<file path="src/rtl/ddls_initiator.sv">
`default_nettype none
// ============================================================================
// Module      : ddls_initiator
// Description : Initiator end of a DDLS Valid/Ready link. A debounced button
//               press issues one request carrying the switch word, then tracks
//               the responder's busy/done handshake with a per-state timeout.
// Revision    : 1.0 - initial release
// ============================================================================
module ddls_initiator #(
    parameter int DATA_W       = 8,
    parameter int RES_W        = 4,
    parameter int DEBOUNCE_CYC = 500000,
    parameter int TIMEOUT_CYC  = 1024
) (
    input  logic              clk,
    input  logic              rst,
    input  logic              btn_n,
    input  logic [DATA_W-1:0] data_sw,
    output logic              ddls_valid,
    output logic [DATA_W-1:0] ddls_data_in,
    input  logic              ddls_ready,
    input  logic [RES_W-1:0]  ddls_data_out,
    output logic [RES_W-1:0]  result,
    output logic              result_valid,
    output logic              busy,
    output logic              timeout_err
);

    localparam int c_DB_W = (DEBOUNCE_CYC > 1) ? $clog2(DEBOUNCE_CYC) : 1;
    localparam int c_TO_W = $clog2(TIMEOUT_CYC);
    localparam logic [c_DB_W-1:0] c_DB_LAST = c_DB_W'(DEBOUNCE_CYC - 1);
    localparam logic [c_TO_W-1:0] c_TO_LAST = c_TO_W'(TIMEOUT_CYC - 1);

    typedef enum logic [1:0] {
        IDLE      = 2'd0,
        ISSUE     = 2'd1,
        WAIT_BUSY = 2'd2,
        WAIT_DONE = 2'd3
    } state_t;

    // ------------------------------------------------------------------------
    // Button conditioning
    // ------------------------------------------------------------------------
    logic              r_btn_meta;
    logic              r_btn_sync;
    logic              r_btn_level;
    logic              r_armed;
    logic [c_DB_W-1:0] r_db_cnt;
    logic              w_db_flip;
    logic              w_press;

    assign w_db_flip = (r_btn_sync != r_btn_level) && (r_db_cnt == c_DB_LAST);
    // A button held through reset must be seen released before it can press.
    assign w_press   = w_db_flip && r_btn_level && r_armed;

    always_ff @(posedge clk or posedge rst) begin
        if (rst) begin
            r_btn_meta  <= 1'b0;
            r_btn_sync  <= 1'b0;
            r_btn_level <= 1'b1;
            r_armed     <= 1'b0;
            r_db_cnt    <= '0;
        end else begin
            r_btn_meta <= btn_n;
            r_btn_sync <= r_btn_meta;
            if (r_btn_sync == r_btn_level) begin
                r_db_cnt <= '0;
            end else if (r_db_cnt == c_DB_LAST) begin
                r_btn_level <= r_btn_sync;
                r_db_cnt    <= '0;
            end else begin
                r_db_cnt <= r_db_cnt + c_DB_W'(1);
            end
            if (r_btn_level && r_btn_sync) begin
                r_armed <= 1'b1;
            end
        end
    end

    // ------------------------------------------------------------------------
    // Transaction FSM
    // ------------------------------------------------------------------------
    state_t            r_state;
    state_t            w_state_next;
    logic [c_TO_W-1:0] r_to_cnt;
    logic              w_to_expired;
    logic              w_accept;
    logic              w_capture;
    logic              w_abort;

    assign w_to_expired = (r_to_cnt == c_TO_LAST);

    always_ff @(posedge clk or posedge rst) begin
        if (rst) begin
            r_state <= IDLE;
        end else begin
            r_state <= w_state_next;
        end
    end

    always_comb begin
        w_state_next = r_state;
        w_accept     = 1'b0;
        w_capture    = 1'b0;
        w_abort      = 1'b0;
        case (r_state)
            IDLE: begin
                if (w_press) begin
                    w_state_next = ISSUE;
                    w_accept     = 1'b1;
                end
            end
            ISSUE: begin
                w_state_next = WAIT_BUSY;
            end
            WAIT_BUSY: begin
                // Ready must go low first so a leftover high Ready is not taken as done.
                if (!ddls_ready) begin
                    w_state_next = WAIT_DONE;
                end else if (w_to_expired) begin
                    w_state_next = IDLE;
                    w_abort      = 1'b1;
                end
            end
            WAIT_DONE: begin
                if (ddls_ready) begin
                    w_state_next = IDLE;
                    w_capture    = 1'b1;
                end else if (w_to_expired) begin
                    w_state_next = IDLE;
                    w_abort      = 1'b1;
                end
            end
            default: begin
                w_state_next = IDLE;
            end
        endcase
    end

    // ------------------------------------------------------------------------
    // Timeout counter and held request/result registers
    // ------------------------------------------------------------------------
    logic [DATA_W-1:0] r_data_in;
    logic [RES_W-1:0]  r_result;
    logic              r_result_valid;
    logic              r_timeout_err;

    always_ff @(posedge clk or posedge rst) begin
        if (rst) begin
            r_to_cnt       <= '0;
            r_data_in      <= '0;
            r_result       <= '0;
            r_result_valid <= 1'b0;
            r_timeout_err  <= 1'b0;
        end else begin
            if (w_state_next != r_state) begin
                r_to_cnt <= '0;
            end else if (!w_to_expired) begin
                r_to_cnt <= r_to_cnt + c_TO_W'(1);
            end
            if (w_accept) begin
                r_data_in      <= data_sw;
                r_result_valid <= 1'b0;
                r_timeout_err  <= 1'b0;
            end
            if (w_capture) begin
                r_result       <= ddls_data_out;
                r_result_valid <= 1'b1;
            end
            if (w_abort) begin
                r_timeout_err <= 1'b1;
            end
        end
    end

    assign ddls_valid   = (r_state == ISSUE);
    assign busy         = (r_state != IDLE);
    assign ddls_data_in = r_data_in;
    assign result       = r_result;
    assign result_valid = r_result_valid;
    assign timeout_err  = r_timeout_err;

endmodule
`default_nettype wire

</file>
<file path="config.mk">
export PLATFORM = sky130hd
export DESIGN_NAME = ddls_initiator
export DESIGN_NICKNAME = d
export VERILOG_FILES = /design/src/rtl/ddls_initiator.sv
export SDC_FILE = /design/constraint.sdc
export NUM_CORES = 1
export LEC_CHECK = 0
export CORE_MARGIN = 10
export CORE_UTILIZATION = 40
export DETAILED_ROUTE_END_ITERATION = 10
export DONT_BUFFER_PORTS = 1
export GPL_TIMING_DRIVEN = 0
export HOLD_SLACK_MARGIN = 0.15
export PLACE_DENSITY = 0.5
export SLEW_MARGIN = 20
export SYNTH_ARGS = -nofsm -noshare
export SYNTH_HDL_FRONTEND = slang
export SYNTH_SLANG_ARGS = --single-unit
</file>
<file path="constraint.sdc">
create_clock -name clk -period 4.8 [get_ports clk]
set_input_delay 0.96 -clock clk [delete_from_list [all_inputs] [get_ports clk]]
set_output_delay 0.96 -clock clk [all_outputs]
set_load 0.01 [all_outputs]
</file>
==> flow_summary.yaml <==
grt:
  grt.total_usage: 0.0966
  grt_start_max_net_pins: 29
  grt_pass1_wl_mm: 7.14
  grt_antenna_before_repair: 0
  grt_pass1_vias: 1474
  overflow: 0
detailed_routing:
  routed_wl_mm: 4.37
  avgRoutedWirePerCell_um: 15.3
  ant_nets: 0
  drc: 0
  num_vias: 1465
  first_iter_violations: 81
  via_per_inst: 5.12
  dr.pass1.iters: 4
setup_path:
  path_class: "flop to primary output"
  worstRegToRegCells: 6
  required_ns: 3.84
  critical_path_arrival_ns: 1.16
  slowest_delay_ns: 0.34
  ff2ff_setup_slack_ns: 2.79
  cp_top_family: "flip-flops"
  path_cells: "buf_2 > nor2b_1"
  cp-end-kind: "primary output"
  reg2reg_from: "r_to_cnt[0]"
  crit_slowest_cell: "dfrtp_1"
  path_buf_inv: 1
  reg2reg_to: "r_to_cnt[9]"
  startpoint_type: "flop"
  cp_max_fo: 9
layout:
  drive_gt1_frac: 0.178
  layout_commonest_cell: "dfrtp_1"
  final_cell_mix: "dfrtp_1, nor2_1, nand2_1"
  antennaDiodeCount: 0
  n_fill_cell: 546
  area_growth_syn_to_layout_pct: 8.83
  final_nets: 232
placed_design:
  io_buffer_count: 0
  gp_congestion: 0.773
  dpl.hpwl_mm: 3.29
clocking:
  numCtsBuffers: 5
  cts.clk_slew.worst_paths_ns: 0.10
  hold_buffers: 0
  cts_tree: "built"
  root_buffer: "clkbuf_8"
  cts_max_level: 2
  clockBufferDepth: 2
  ctsResizeCount: 0
  post_cts_buffers: 0
  insertion_delay_ns: 0.30
  cts_sinks: 49
timing:
  relSlewSlack: 0.683
  tightest_slew_ns: 0.474
  period_share: 0.441
  clock_skew_ns: 0.00980
  fin_crit_ns: 2.12
  setup_violations: 0
  rsz0062_at_grt: "false"
  setup-tns-final_ns: 0
  max_freq_ghz: 0.472
  drv_slew: 0
  hold_violations: 0
  hold_slack_ns: 0.355
floorplan:
  num_rows: 27
  dieWidth_um: 96.0
  die_h_um: 96.0
  coreArea_um2: 5540
  die_area_um2: 9220
  start_util: 0.417
  io_pins: 32
synthesis:
  netlist_area_um2: 2310
  synth_nets: 224
  netlist_top_cells_area: "dfrtp_1, nor2_1, xor2_1"
  ys_types: 40
  avgSynthCellArea_um2: 11.3
  synthCells: 205
  ys_ff_latch: 49
  ys_seq_area_frac: 0.531
  synth_top_cell_by_area: "dfrtp_1"
  ys_warn_count: 0
  synth_top_area_share: 0.520
pwr:
  ir_worst_vdd_mv: 0.164
  power_density_nw_per_um2: 345
  leakagePower_nw: 1.13
outcome:
  outcome: "completed"
worst_hold_path:
  whs_endpoint: "r_btn_sync"
  worstHoldStart: "r_btn_meta"
  hold_depth: 0
  hold_class: "flop to flop"
flow_run:
  maxCapViolCount: 0
## cells in the mapped netlist
| cell | number |
|---|---|
| a21bo_2 | 1 |
| a21oi_1 | 2 |
| a32o_1 | 1 |
| a32oi_4 | 1 |
| and2_1 | 2 |
| and3_1 | 6 |
| and4_1 | 2 |
| buf_2 | 3 |
| buf_6 | 1 |
| dfrtp_1 | 48 |
| dfstp_2 | 1 |
| ha_1 | 3 |
| inv_1 | 5 |
| mux2_2 | 6 |
| mux2_4 | 7 |
| mux2i_1 | 2 |
| nand2_1 | 16 |
| nand2b_1 | 1 |
| nand3_1 | 12 |
| nand3b_1 | 1 |
| nand4_1 | 4 |
| nand4_2 | 2 |
| nand4_4 | 1 |
| nor2_1 | 37 |
| nor2_2 | 1 |
| nor2b_1 | 1 |
| nor3_1 | 5 |
| nor3_4 | 1 |
| nor3b_1 | 1 |
| nor3b_2 | 1 |
| nor4_4 | 1 |
| nor4b_1 | 1 |
| nor4bb_1 | 1 |
| o211ai_1 | 1 |
| o21ai_0 | 1 |
| o31ai_1 | 1 |
| or2_2 | 1 |
| or3_1 | 1 |
| xnor2_1 | 7 |
| xor2_1 | 15 |
## report_power, final
group | internal (mW) | switching (mW)
Combinational | 0.0537 | 0.0738
Clock | 0.106 | 0.144
Sequential | 0.452 | 0.0377
## registers in the layout, indices dropped and copies added, names as in the netlist
name and count:
result 4, r_btn_level 1, ddls_data_in 8, r_btn_meta 1, r_state 2, result_valid 1
r_armed 1, r_to_cnt 10, r_btn_sync 1, timeout_err 1, r_db_cnt 19
## logic make-up (layout without fill, tap and decap cells)
| logic type | count (synthesis) | after routing | share of synthesized area |
|---|---|---|---|
| simple gates | 99 | 99 | 0.233 |
| flops | 49 | 49 | 0.531 |
| xor+xnor | 22 | 22 | 0.0834 |
| mux | 15 | 15 | 0.0834 |
| buf+inv | 9 | 18 | 0.0195 |
| compound gates | 8 | 8 | 0.0336 |
| fa+ha+maj | 3 | 3 | 0.0162 |
## per-layer routing
| metal | vias up | global-route usage | routed length [um] |
|---|---|---|---|
| li1 | 710 | - | - |
| met1 | 725 | 0.127 | 2050 |
| met2 | 25 | 0.147 | 2030 |
| met3 | 5 | 0.0366 | 255 |
| met4 | 0 | 0.0221 | 38 |
| met5 | - | 0 | 0 |
## worst max-delay path by stage
stage | from | to | slack [ns] | depth (start not counted)
3_5_place_dp | r_to_cnt[0] | r_to_cnt[9] | 2.78 | 6
2_1_floorplan | rst | ddls_data_in[0] | 2.67 | 1
3_3_place_gp | rst | ddls_data_in[3] | 2.18 | 1
4_1_cts | r_state[0] | ddls_valid | 2.67 | 2
6_report | r_state[0] | ddls_valid | 2.68 | 2
5_1_grt | r_to_cnt[0] | r_to_cnt[9] | 2.56 | 6
## layout make-up
class | count | area [um^2] | share of cell area
Timing Repair Buffer | 1 | 20.0 | 0.00796
Clock buffer | 5 | 68.8 | 0.0274
Buffer | 4 | 26.3 | 0.0104
Inverter | 5 | 18.8 | 0.00746
Tap cell | 72 | 90.1 | 0.0358
Sequential cell | 49 | 1230 | 0.488
Multi-Input combinational cell | 147 | 1040 | 0.413
Clock inverter | 3 | 25.0 | 0.00995
## per-stage QoR
stage	setup slack (ns)	util	power, mW	instance area (um^2)	instances
2_1_floorplan	2.67	-	0.593	2310	205
3_3_place_gp	2.18	0.433	0.617	2400	277
3_5_place_dp	2.78	0.437	0.630	2420	278
4_1_cts	2.67	0.454	0.887	2510	286
5_1_grt	2.56	0.454	0.916	2510	286
6_report	2.68	0.454	0.867	2510	286
Note: power is estimated with default switching activity, not from simulation.
